`config.mk`:
```
export PLATFORM = sky130hd
export DESIGN_NAME = console_input_arbiter
export DESIGN_NICKNAME = d
export VERILOG_FILES = /design/src/rtl/console_input_arbiter_pkg.sv /design/src/rtl/console_input_arbiter_byte_fifo.sv /design/src/rtl/console_input_arbiter.sv
export SDC_FILE = /design/constraint.sdc
export NUM_CORES = 1
export LEC_CHECK = 0
export ABC_CLOCK_PERIOD_IN_PS = 5000
export CORE_MARGIN = 3
export CORE_UTILIZATION = 44
export DETAILED_ROUTE_END_ITERATION = 12
export SYNTH_ARGS = -nofsm -noshare
export SYNTH_HDL_FRONTEND = slang
export SYNTH_SLANG_ARGS = --single-unit
```
`constraint.sdc`:
```
create_clock -name CLK_25MHZ -period 5 [get_ports CLK_25MHZ]
set_input_delay 1 -clock CLK_25MHZ [delete_from_list [all_inputs] [get_ports CLK_25MHZ]]
set_output_delay 1 -clock CLK_25MHZ [all_outputs]
set_load 0.005 [all_outputs]
```
`src/rtl/console_input_arbiter_pkg.sv`:
```
// Shared definitions for the console input arbiter.
//   CHAR_CR      : carriage return, terminates a locked line
//   SRC_UART/PS2 : source encoding used on IN_SOURCE and for round-robin
//   arb_state_t  : line-lock scheduler states
package console_pkg;

   localparam logic [7:0] CHAR_CR  = 8'h0D;
   localparam logic       SRC_UART = 1'b0;
   localparam logic       SRC_PS2  = 1'b1;

   typedef enum logic [1:0] {
      IDLE,
      LOCK_UART,
      LOCK_PS2
   } arb_state_t;

endpackage

```
`src/rtl/console_input_arbiter_byte_fifo.sv`:
```
// Synchronous byte FIFO, one per console source.
// Ports:
//   clk_i, rst_ni : clock, asynchronous active-low reset (empties the FIFO)
//   push_i/data_i : write a byte (ignored when full unless popped same cycle)
//   pop_i         : remove the head byte (ignored when empty)
//   empty_o/full_o: occupancy flags
//   head_o        : current head byte (valid when not empty)
module byte_fifo
   import console_pkg::*;
#(
   parameter int DEPTH = 4
) (
   input  logic       clk_i,
   input  logic       rst_ni,
   input  logic       push_i,
   input  logic [7:0] data_i,
   input  logic       pop_i,
   output logic       empty_o,
   output logic       full_o,
   output logic [7:0] head_o
);

   localparam int AW = $clog2(DEPTH);

   // Pointers carry one extra wrap bit so full and empty are distinguishable.
   logic [AW:0] wr_ptr_q, wr_ptr_d;
   logic [AW:0] rd_ptr_q, rd_ptr_d;
   logic [7:0]  mem_q [DEPTH];
   logic        push_ok, pop_ok;

   assign empty_o = (wr_ptr_q == rd_ptr_q);
   assign full_o  = (wr_ptr_q[AW] != rd_ptr_q[AW]) &&
                    (wr_ptr_q[AW-1:0] == rd_ptr_q[AW-1:0]);
   assign head_o  = mem_q[rd_ptr_q[AW-1:0]];

   // A pop frees the head slot in the same cycle, so a push into a full
   // FIFO is accepted when it coincides with a pop.
   assign push_ok = push_i && (!full_o || pop_i);
   assign pop_ok  = pop_i && !empty_o;

   always_comb begin
      wr_ptr_d = wr_ptr_q;
      rd_ptr_d = rd_ptr_q;
      if (push_ok) wr_ptr_d = wr_ptr_q + {{AW{1'b0}}, 1'b1};
      if (pop_ok)  rd_ptr_d = rd_ptr_q + {{AW{1'b0}}, 1'b1};
   end

   always_ff @(posedge clk_i or negedge rst_ni) begin
      if (!rst_ni) begin
         wr_ptr_q <= '0;
         rd_ptr_q <= '0;
      end else begin
         wr_ptr_q <= wr_ptr_d;
         rd_ptr_q <= rd_ptr_d;
      end
   end

   // Storage needs no reset: the pointers define what is valid.
   always_ff @(posedge clk_i) begin
      if (push_ok) mem_q[wr_ptr_q[AW-1:0]] <= data_i;
   end

endmodule

```
`src/rtl/console_input_arbiter.sv`:
```
// Console input arbiter: merges UART and PS/2 byte streams into the CPU's
// single input port, keeping each line (up to CR) from one source together.
// Ports:
//   CLK_25MHZ, RESET_N        : clock, asynchronous active-low reset
//   UART_VALID/UART_DATA      : UART byte strobe (no backpressure)
//   PS2_VALID/PS2_DATA        : keyboard ASCII byte strobe (no backpressure)
//   IN_VALID/IN_DATA/IN_SOURCE: registered output slot to the CPU
//   IN_READY                  : CPU accepts when IN_VALID && IN_READY at a rising edge
//   UART_OVF/PS2_OVF          : sticky drop flags, cleared by OVF_CLR
//   DBG_STATE                 : current scheduler state
// Handshake: a byte transfers on a rising edge where IN_VALID and IN_READY
// are both high; while IN_VALID=1 and IN_READY=0 the slot holds its contents.
module console_input_arbiter
   import console_pkg::*;
#(
   parameter int DEPTH        = 4,
   parameter int LOCK_TIMEOUT = 25000000
) (
   input  logic       CLK_25MHZ,
   input  logic       RESET_N,
   input  logic       UART_VALID,
   input  logic [7:0] UART_DATA,
   input  logic       PS2_VALID,
   input  logic [7:0] PS2_DATA,
   output logic       IN_VALID,
   output logic [7:0] IN_DATA,
   output logic       IN_SOURCE,
   input  logic       IN_READY,
   output logic       UART_OVF,
   output logic       PS2_OVF,
   input  logic       OVF_CLR,
   output arb_state_t DBG_STATE
);

   localparam int            TW         = (LOCK_TIMEOUT > 1) ? $clog2(LOCK_TIMEOUT) : 1;
   localparam logic [TW-1:0] TIMER_LAST = TW'(LOCK_TIMEOUT - 1);

   logic       u_empty, u_full, u_push, u_pop;
   logic       p_empty, p_full, p_push, p_pop;
   logic [7:0] u_head, p_head;

   arb_state_t    state_q, state_d;
   logic          last_grant_q, last_grant_d;
   logic [TW-1:0] timer_q, timer_d;
   logic          in_valid_q, in_valid_d;
   logic [7:0]    in_data_q, in_data_d;
   logic          in_src_q, in_src_d;
   logic          uart_ovf_q, uart_ovf_d;
   logic          ps2_ovf_q, ps2_ovf_d;

   logic       slot_free, elig_u, elig_p, grant, grant_src, lock_empty;
   logic [7:0] grant_byte;

   byte_fifo #(.DEPTH(DEPTH)) u_uart_fifo (
      .clk_i  (CLK_25MHZ),
      .rst_ni (RESET_N),
      .push_i (u_push),
      .data_i (UART_DATA),
      .pop_i  (u_pop),
      .empty_o(u_empty),
      .full_o (u_full),
      .head_o (u_head)
   );

   byte_fifo #(.DEPTH(DEPTH)) u_ps2_fifo (
      .clk_i  (CLK_25MHZ),
      .rst_ni (RESET_N),
      .push_i (p_push),
      .data_i (PS2_DATA),
      .pop_i  (p_pop),
      .empty_o(p_empty),
      .full_o (p_full),
      .head_o (p_head)
   );

   // Grant selection: the slot refills in the same cycle it is consumed.
   always_comb begin
      slot_free  = !in_valid_q || IN_READY;
      elig_u     = 1'b0;
      elig_p     = 1'b0;
      lock_empty = 1'b0;
      case (state_q)
         IDLE: begin
            elig_u = !u_empty;
            elig_p = !p_empty;
         end
         LOCK_UART: begin
            elig_u     = !u_empty;
            lock_empty = u_empty;
         end
         LOCK_PS2: begin
            elig_p     = !p_empty;
            lock_empty = p_empty;
         end
         default: ;
      endcase
      grant = slot_free && (elig_u || elig_p);
      if (elig_u && elig_p) grant_src = ~last_grant_q;
      else                  grant_src = elig_p ? SRC_PS2 : SRC_UART;
      grant_byte = (grant_src == SRC_PS2) ? p_head : u_head;
   end

   assign u_pop  = grant && (grant_src == SRC_UART);
   assign p_pop  = grant && (grant_src == SRC_PS2);
   assign u_push = UART_VALID && (!u_full || u_pop);
   assign p_push = PS2_VALID && (!p_full || p_pop);

   always_comb begin
      state_d      = state_q;
      last_grant_d = last_grant_q;
      timer_d      = timer_q;
      in_valid_d   = in_valid_q && !IN_READY;
      in_data_d    = in_data_q;
      in_src_d     = in_src_q;

      if (grant) begin
         in_valid_d   = 1'b1;
         in_data_d    = grant_byte;
         in_src_d     = grant_src;
         last_grant_d = grant_src;
      end

      case (state_q)
         IDLE: begin
            timer_d = '0;
            if (grant && (grant_byte != CHAR_CR))
               state_d = (grant_src == SRC_PS2) ? LOCK_PS2 : LOCK_UART;
         end
         LOCK_UART, LOCK_PS2: begin
            // A grant outranks a timeout expiring in the same cycle.
            if (grant) begin
               timer_d = '0;
               if (grant_byte == CHAR_CR) state_d = IDLE;
            end else if (timer_q == TIMER_LAST) begin
               state_d = IDLE;
               timer_d = '0;
            end else if (lock_empty && (timer_q != '1)) begin
               timer_d = timer_q + {{(TW-1){1'b0}}, 1'b1};
            end
         end
         default: state_d = IDLE;
      endcase

      // A fresh drop beats a simultaneous clear.
      uart_ovf_d = (UART_VALID && !u_push) ? 1'b1 : (OVF_CLR ? 1'b0 : uart_ovf_q);
      ps2_ovf_d  = (PS2_VALID && !p_push)  ? 1'b1 : (OVF_CLR ? 1'b0 : ps2_ovf_q);
   end

   always_ff @(posedge CLK_25MHZ or negedge RESET_N) begin
      if (!RESET_N) begin
         state_q      <= IDLE;
         last_grant_q <= SRC_PS2;
         timer_q      <= '0;
         in_valid_q   <= 1'b0;
         in_data_q    <= 8'h00;
         in_src_q     <= SRC_UART;
         uart_ovf_q   <= 1'b0;
         ps2_ovf_q    <= 1'b0;
      end else begin
         state_q      <= state_d;
         last_grant_q <= last_grant_d;
         timer_q      <= timer_d;
         in_valid_q   <= in_valid_d;
         in_data_q    <= in_data_d;
         in_src_q     <= in_src_d;
         uart_ovf_q   <= uart_ovf_d;
         ps2_ovf_q    <= ps2_ovf_d;
      end
   end

   assign IN_VALID  = in_valid_q;
   assign IN_DATA   = in_data_q;
   assign IN_SOURCE = in_src_q;
   assign UART_OVF  = uart_ovf_q;
   assign PS2_OVF   = ps2_ovf_q;
   assign DBG_STATE = state_q;

endmodule

```
# Word level (Yosys, flattened, before mapping)
# Memories as Yosys holds them, arrays and structs flattened.
# Index checks and enable logic that the tools add are counted.
dict set report totals {
  regBits 52
  latch_bits 0
  ramBits 64
  romBits 0
  input_bits 22
  output_inout_bits 14
  word_cells 99
  mem_count 2
}
dict set report op_classes {
  n_addsub 5
  n_mul 0
  n_div 0
  order_cmp 0
  n_eq_ne 16
  shift 0
  mux 24
  bitwise 2
  reduce_logical 38
}
# memory words word_bits read_ports rd_ports_with_merged_regs wr line
set memory_table {}
lappend memory_table {u_ps2_fifo.mem_q 4 8 1 0 1 console_input_arbiter_byte_fifo.sv:28} ;# logic [7:0] mem_q [DEPTH];
lappend memory_table {u_uart_fifo.mem_q 4 8 1 0 1 console_input_arbiter_byte_fifo.sv:28}
# operator count
set ops {}
lappend ops {{2-to-1 mux 25 bit} 3}
lappend ops {{one-hot mux 25 bit (2 select lines)} 1}
lappend ops {{adder 25 x 1 -> 25 bit (second input constant)} 1}
lappend ops {{== test 25 bit (second input constant)} 1}
lappend ops {{inequality test 25 bit (second input constant)} 1}
lappend ops {{logical AND 1 bit} 17}
lappend ops {{adder 3 x 1 -> 3 bit (second input constant)} 4}
lappend ops {{2-to-1 mux 1 bit} 12}
lappend ops {{2-to-1 mux 2 bit} 5}
lappend ops {{== test 8 x 4 -> 1 bit (second input constant)} 1}
lappend ops {{logical NOT 1 bit} 8}
lappend ops {{2-to-1 mux 8 bit} 1}
lappend ops {{inequality test 8 x 4 -> 1 bit (second input constant)} 1}
lappend ops {{== test 3 bit} 2}
lappend ops {{inequality test 3 bit (second input constant)} 2}
lappend ops {{nonzero test 2 bit} 3}
lappend ops {{OR reduction 2 bit} 3}
lappend ops {{== test 2 bit} 2}
lappend ops {{logical OR 1 bit} 4}
lappend ops {{inequality test 4 bit (second input constant)} 1}
lappend ops {{one-hot mux 2 bit (2 select lines)} 1}
lappend ops {{AND reduction 3 bit} 1}
lappend ops {{== test 2 x 1 -> 1 bit (second input constant)} 1}
lappend ops {{== test 2 bit (second input constant)} 1}
lappend ops {{6 further kinds} 8}

# Logic depth before layout (Yosys ltp)
# Gate-level depths: netlist of run 1.
dict set report logic_depth {
  depth_word 12
  mapped_depth 9
  ltp_nobuf 8
}

# Hierarchy
# Synthesis of run 1 repeated with hierarchy kept, for this count alone.
dict set report unflattened {
  cells_unflattened 423
  hier_area_um2 5557.8
}
# mod n_inst cells_each area_per_inst_um2 seq_area_each_um2
set by_module_without_submodules {}
lappend by_module_without_submodules {console_input_arbiter 1 250 2333.5 1002.2}
lappend by_module_without_submodules {{byte_fifo (u_ps2_fifo)} 1 88 1621.6 1111.1}
lappend by_module_without_submodules {{byte_fifo (u_uart_fifo)} 1 85 1602.8 1111.1}

# Worst setup path before layout of run 1
# OpenSTA, ideal clock, no wires.
dict set report synth_timing {
  path_type {input port to flip-flop}
  from {in IN_READY}
  to {mem u_ps2_fifo.mem_q[3][0] (enable)}
  setup_time_ns 0.339
  arrival_time_ns 2.411
  required_ns 4.661
  setup_slack_ns 2.250
  stages 6
  n_path_buf 0
  cell_sequence {nand2b_1 > inv_1 > a2111oi_4 > nor3_1 > nor2b_1 > and2_1}
}
dict set report synth_via {
  elab_chain_cells 8
}
# item line
set synth_lines {}
lappend synth_lines {{start: declaration} console_input_arbiter.sv:28} ;# input logic IN_READY,
lappend synth_lines {{logical OR 1 bit *} console_input_arbiter.sv:78} ;# slot_free = !in_valid_q || IN_READY;
lappend synth_lines {{logical AND 1 bit *} console_input_arbiter.sv:97} ;# grant = slot_free && (elig_u || elig_p);
lappend synth_lines {{logical AND 1 bit *} console_input_arbiter.sv:104} ;# assign p_pop = grant && (grant_src == SRC_PS2);
lappend synth_lines {{logical OR 1 bit *} {console_input_arbiter_byte_fifo.sv:38, console_input_arbiter.sv:106}}
lappend synth_lines {{logical AND 1 bit} console_input_arbiter.sv:106} ;# assign p_push = PS2_VALID && (!p_full || p_pop);
lappend synth_lines {{logical AND 1 bit *} console_input_arbiter_byte_fifo.sv:38} ;# assign push_ok = push_i && (!full_o || pop_i);
lappend synth_lines {{2-to-1 mux 1 bit *} console_input_arbiter_byte_fifo.sv:60} ;# if (push_ok) mem_q[wr_ptr_q[AW-1:0]] <= data_i;
lappend synth_lines {{2-to-1 mux 1 bit (not written as such) *} console_input_arbiter_byte_fifo.sv:60}
lappend synth_lines {{end: declaration} console_input_arbiter_byte_fifo.sv:28}
# Every way passes the cells marked *; elsewhere a longest branch is shown, timed or not.

# Worst setup path after layout of run 1
dict set report layout_timing {
  from {in IN_READY}
  to {mem u_uart_fifo.mem_q[2][1] (enable)}
}
dict set report layout_via {
  elab_chain_cells 8
}
# item line
set layout_lines {}
lappend layout_lines {{logical OR 1 bit *} console_input_arbiter.sv:78}
lappend layout_lines {{logical AND 1 bit *} console_input_arbiter.sv:97}
lappend layout_lines {{logical AND 1 bit *} console_input_arbiter.sv:103} ;# assign u_pop = grant && (grant_src == SRC_UART);
lappend layout_lines {{logical OR 1 bit *} {console_input_arbiter_byte_fifo.sv:38, console_input_arbiter.sv:105}}
lappend layout_lines {{logical AND 1 bit} console_input_arbiter.sv:105} ;# assign u_push = UART_VALID && (!u_full || u_pop);
lappend layout_lines {{logical AND 1 bit *} console_input_arbiter_byte_fifo.sv:38}
lappend layout_lines {{2-to-1 mux 1 bit *} console_input_arbiter_byte_fifo.sv:60}
lappend layout_lines {{2-to-1 mux 1 bit (not written as such) *} console_input_arbiter_byte_fifo.sv:60}
lappend layout_lines {{end: declaration} console_input_arbiter_byte_fifo.sv:28}
# Marked as above.

==> run_results.csv, run 1 <==
group,metric,value,unit
logic_synthesis,synthCells,396,
logic_synthesis,ys_seq_area_share,58.6,%
layout,area_growth,19.0,%
grt,antenna_found_initial,0,
sta,rsz0062_at_grt,"false",
logic_synthesis,ys_warn_count,0,
sta,fin_skew,6.23,ps
floorplanning,start_util,45.4,%
grt,grt_pass1_wl,17900,microns
layout,num-nets-final,474,
drt,vias_per_cell,5.27,
clocking,post_cts_buffers,0,
worst_setup_path,endpoint_kind,"flip-flop",
power,powerDensity,627,nW/um^2
clocking,cts_tree,"yes",
place,dp_slack,1250,ps
clocking,path_clk_slew,50,ps
sta,max_slew_margin,45.0,%
clocking,htree_levels,4,
logic_synthesis,synth_top_area_share,34.9,%
drt,wl_per_cell,16.8,microns
place,gp_congestion,0.774,
floorplanning,core_area,12100,sq um
drt,ant_nets,0,
power,irDropWorstVdd,0.341,mV
logic_synthesis,syn_nets,433,
floorplanning,dieArea,13900,sq um
clocking,cts-buffers-inserted,17,
sta,tightest_slew,824,ps
sta,worst_slack,1730,ps
drt,drt-total-wl,10400,microns
sta,max_freq,306,MHz
status,status,"completed",
sta,drv_slew,0,
logic_synthesis,synth_area_leaders,"edfxtp_1 35%, dfrtp_1 23%, mux4_2 6.1%",
logic_synthesis,synth_ff_type,"edfxtp_1",
drt,drc,0,
place,dpl.hpwl,7150,microns
worst_hold_path,hold_path_class,"flip-flop to flip-flop",
logic_synthesis,ys_seq_elements,116,
sta,hold_viol_final,0,
layout,num_antenna_cells,0,
logic_synthesis,ys_types,67,
clocking,cts_sinks,116,
layout,n_fill_cell,1030,
layout,multi_input_area,2110,sq um
run,maxCapViolCount,0,
drt,drtPass1Iterations,4,
floorplanning,die_w,118,microns
worst_setup_path,cp_max_fo,27,
logic_synthesis,synth-async-reset-ratio,44.8,%
logic_synthesis,yosysTopAreaCell,"edfxtp_1",
floorplanning,die_y,118,microns
clocking,cts-root-buf,"clkbuf_16",
worst_setup_path,cp-startpoint,"IN_READY",
grt,grt_start_max_net_pins,53,
grt,track_usage,16.5,%
worst_setup_path,rr_startpoint,"u_ps2_fifo.rd_ptr_q[0]",
sta,finalSetupViolCount,0,
clocking,post_cts_resize_count,0,
sta,layout_min_cycle_time,3270,ps
worst_hold_path,hp-start,"u_ps2_fifo.wr_ptr_q[2]",
drt,vias,3257,
clocking,worstSkewPairLatency,410,ps
worst_setup_path,crit_path_start_kind,"primary input",
floorplanning,rows,40,
floorplanning,ios,36,
clocking,ctsHoldBuffers,0,
clocking,clk_path_buf_depth,2,
sta,tns,0,ps
grt,grt_pass1_vias,3430,
drt,drt_first_iter_violations,202,
logic_synthesis,synth-edff-count,64,
layout,seqCellArea,3220,sq um
power,p_leak,0.00242,uW
worst_setup_path,cp_data_required_time,5040,ps
worst_setup_path,critPathKind,"primary input to flip-flop",
logic_synthesis,synth_area,5500,sq um
place,numPortBuffers,35,
sta,period_share,65.4,%
grt,grt-ovfl-total,0,
layout,drive_gt1_share,18.2,%
worst_setup_path,worst-endpoint-arrival,3310,ps
logic_synthesis,avgSynthCellArea,13.9,sq um
-- routing by layer --
layer  GRT usage [%]  wire length [microns]  share of wire [%]  up-vias
li1                -                      -                  -     1580
met1            21.7                   4700                 45     1608
met3            5.19                    443                4.3        7
met4            5.79                     99               0.95        0
met5               0                      0                  0        -
met2            26.1                   5130                 49       62
-- cells in the final DEF, fill, tap and decap left out, types with 3 or more instances in the layout --
cell,instances
o311ai_1,5
o31ai_1,3
mux2i_1,9
mux4_2,15
clkbuf_16,17
nor4b_1,3
or3_1,11
inv_1,19
nand3_1,10
nand4_1,4
and3_1,4
clkinvlp_4,4
and3_2,3
ha_1,15
nand2_1,25
mux2_2,4
dfrtp_1,51
edfxtp_1,64
clkdlybuf4s50_1,34
a21oi_1,25
nor2_1,23
xor2_1,10
o21ai_0,14
inv_6,4
and2_1,5
xnor2_1,6
xnor2_2,4
-- logic make-up (layout without fill, tap and decap cells) --
kind of cell	Yosys count	after routing	synth area share [%]
XOR/XNOR	21	21	4.23
AND/OR/NAND/NOR	112	112	11.7
adder cells (fa/ha/maj)	15	15	3.41
flip-flops	116	116	58.6
multiplexers	29	29	9.07
buffers and inverters	33	87	3.07
AO/OA/AOI/OAI	70	70	9.92
-- sequential cells by signal, summed over array words and instances (netlist names) --
signal and cells:
PS2_OVF 1, u_ps2_fifo.mem_q 32, IN_SOURCE 1, u_uart_fifo.wr_ptr_q 3
u_uart_fifo.mem_q 32, DBG_STATE 2, u_uart_fifo.rd_ptr_q 3, u_ps2_fifo.wr_ptr_q 3
last_grant_q 1, IN_VALID 1, IN_DATA 8, u_ps2_fifo.rd_ptr_q 3
UART_OVF 1, timer_q 25
-- synthesized netlist by cell type (all sizes together) (7+ instances only) --
library cell   n
edfxtp        64
dfrtp         51
nand2         26
a21oi         25
nor2          24
inv           19
mux4          16
ha            15
o21ai         15
or3           12
buf           11
nand3         11
xnor2         11
xor2          10
and3           9
mux2i          9
o311ai         7
-- report_power, final --
part           internal (uW)  total [uW]  switching [uW]
Sequential              1260        1480             216
Clock                    737        1170             438
Combinational            674        1450             775
-- per-stage QoR --
step	hold slack (ps)	total power (uW)	cell area (sq um)	util, %	instances
6_report	488	4100	6550	54.1	618
5_1_grt	530	4390	6550	54.1	618
4_1_cts	494	4170	6550	54.1	618
3_5_place_dp	486	2960	5970	49.3	586
3_3_place_gp	483	2940	5970	49.3	586
2_1_floorplan	462	2590	5500	-	396
-- path summary, 6_finish.rpt --
path / depth (start not counted) / to / slack [ps]
worst max-delay path: 7 / u_uart_fifo.mem_q[2][1] / 1730
worst min-delay path: 1 / u_ps2_fifo.wr_ptr_q[2] / 490
worst max register to register: 7 / u_uart_fifo.mem_q[2][1] / 1840
worst min register to register: 1 / u_ps2_fifo.wr_ptr_q[2] / 490
max in group asynchronous: 2 / u_uart_fifo.rd_ptr_q[2] / 3830
min in group asynchronous: 2 / timer_q[21] / 720
-- critical path, cell delays in order --
cell,delay (ps)
clkdlybuf4s50_1,450
nand2b_1,170
o211ai_1,180
nand2_2,440
and2_1,390
o31ai_4,120
nor2_1,550
-- layout make-up --
class                   instances  area share (%)
clock buffers                  18            6.55
well taps                     168            3.21
repair buffers                 36            5.39
inverters                      19            1.09
clock inverters                14            2.33
multi-input cells             247            32.2
flip-flops and latches        116            49.2
Note: power is estimated with default switching activity, not from simulation.
==> run 2: changes to the inputs <==
- ABC_CLOCK_PERIOD_IN_PS: 5000 -> 2700
- clock period: 5 -> 2.7 ns (I/O delays scaled with it)
==> run 2 against run 1 <==
Setup slack got worse by 1600 ps. Clock power increased by 110%. Combinational power increased by 130%. Routed wire length increased by 5.4%. Critical path depth increased by 1. Clock skew increased by 5.0 ps. Flip-flop and latch count unchanged.
==> run_results.csv, run 2 (synthesis results as in run 1) <==
group,metric,value,unit
clocking,cts-root-buf,"clkbuf_16",
worst_setup_path,cp_max_fo,6,
clocking,ctsHoldBuffers,0,
floorplanning,core_area,12100,sq um
layout,layout_common_cells,"64 x edfxtp_1, 51 x dfrtp_1, 34 x clkdlybuf4s50_1",
grt,grt_pass1_vias,3551,
layout,fin_cells,652,
clocking,cts-buffers-inserted,17,
clocking,clk_path_buf_depth,2,
worst_setup_path,rr_startpoint,"timer_q[0]",
layout,final_common_cell,"edfxtp_1",
sta,finalSetupViolCount,0,
sta,rsz0062_at_grt,"false",
worst_setup_path,cp_data_required_time,2970,ps
clocking,htree_levels,4,
drt,vias,3443,
place,dpl.hpwl,7580,microns
floorplanning,die_y,118,microns
sta,fin_skew,11.2,ps
place,placed_cells,618,
grt,grt_start_max_net_pins,31,
drt,wl_per_cell,16.8,microns
clocking,worstSkewPairLatency,420,ps
grt,grt-ovfl-total,0,
sta,max_slew_margin,50.3,%
drt,drtPass1Iterations,4,
floorplanning,die_w,118,microns
drt,drt-total-wl,10900,microns
run,maxCapViolCount,0,
sta,drv_slew,0,
worst_setup_path,worst-endpoint-arrival,2810,ps
sta,tns,0,ps
sta,max_freq,393,MHz
worst_setup_path,timing.critical_path.to,"timer_q[20]",
sta,layout_min_cycle_time,2540,ps
worst_setup_path,crit_path_start_kind,"flip-flop",
power,p_leak,0.00263,uW
worst_setup_path,ff2ff_setup_slack,160,ps
worst_setup_path,slowest_stage,"or4_4",
floorplanning,start_util,45.4,%
floorplanning,ios,36,
sta,hold_viol_final,0,
layout,num_antenna_cells,0,
drt,vias_per_cell,5.28,
worst_setup_path,rr_worst_depth,8,
place,numPortBuffers,35,
worst_setup_path,endpoint_kind,"flip-flop",
layout,area_growth,26.3,%
drt,ant_nets,0,
place,gp_congestion,0.791,
drt,drt_first_iter_violations,294,
sta,tightest_slew,745,ps
layout,final_core_util,57.4,%
power,powerDensity,1200,nW/um^2
grt,track_usage,17.0,%
clocking,cts_tree,"yes",
worst_setup_path,worstReg2RegEnd,"timer_q[20]",
worst_setup_path,cpPeakStageDelay,610,ps
floorplanning,dieArea,13900,sq um
sta,period_share,94.2,%
clocking,path_clk_slew,60,ps
layout,num-nets-final,508,
worst_setup_path,cp-startpoint,"timer_q[0]",
clocking,cts_sinks,116,
worst_hold_path,hold_path_class,"primary input to asynchronous set/reset pin",
grt,antenna_found_initial,0,
power,irDropWorstVdd,0.634,mV
layout,drive_gt1_share,24.2,%
floorplanning,rows,40,
worst_setup_path,path_cells,"ha_1 > nand3_1 > or4_4 > nor2b_4 > a41oi_4 > o311ai_4 > or3_1 > a21oi_1",
status,status,"completed",
grt,grt_pass1_wl,18400,microns
worst_setup_path,critPathKind,"flip-flop to flip-flop",
sta,fin_worst_hold_slack,197,ps
drt,drc,0,
run 2: critical path: cells and delay by family (launching register included):
kind | cells | cell delay [ps]
flops | 1 | 390
compound gates | 3 | 730
simple gates | 4 | 1070
fa+ha+maj | 1 | 200
run 2: worst min path at each step:
stage,cells past startpoint,to,slack (ps),from
2_1_floorplan,0,DBG_STATE[0],240,RESET_N
3_3_place_gp,1,u_ps2_fifo.rd_ptr_q[2],480,u_ps2_fifo.rd_ptr_q[2]
3_5_place_dp,1,u_ps2_fifo.rd_ptr_q[2],480,u_ps2_fifo.rd_ptr_q[2]
4_1_cts,1,IN_VALID,210,RESET_N
5_1_grt,1,timer_q[11],250,RESET_N
6_report,1,timer_q[9],200,RESET_N
run 2: repair_timing:
item	4_1_cts	5_1_grt
setup buffers	0	1
resized for setup	0	3
setup endpoints to repair	0	23
run 2: area by class of cell:
type / count / area, sq um
Tap cell: 168 / 210
Sequential cell: 116 / 3220
Timing Repair Buffer: 69 / 663
Clock inverter: 13 / 198
Inverter: 19 / 71.3
Multi-Input combinational cell: 248 / 2140
Fill cell: 1000 / 5160
Clock buffer: 19 / 443
run 2: power by group:
group | total [uW] | internal, uW | switching, uW
clock network | 2410 | 1590 | 830
logic | 3320 | 1610 | 1710
registers | 2580 | 2340 | 242
run 2: per-layer routing:
layer	wire (microns)	GRT usage [%]	vias up
met5	0	0	-
met4	183	5.42	0
met3	473	5.53	13
met2	5330	26.5	78
met1	4940	22.7	1703
li1	-	-	1649
run 2: per-stage QoR:
step                power, uW  setup slack, ps  cell area, sq um
floorplan                4790             68.3              5500
global placement         5890            -36.5              6270
detailed placement       5920            -82.5              6270
CTS                      8390             42.2              6910
global route             8850             4.91              6950
finish                   8320              157              6950
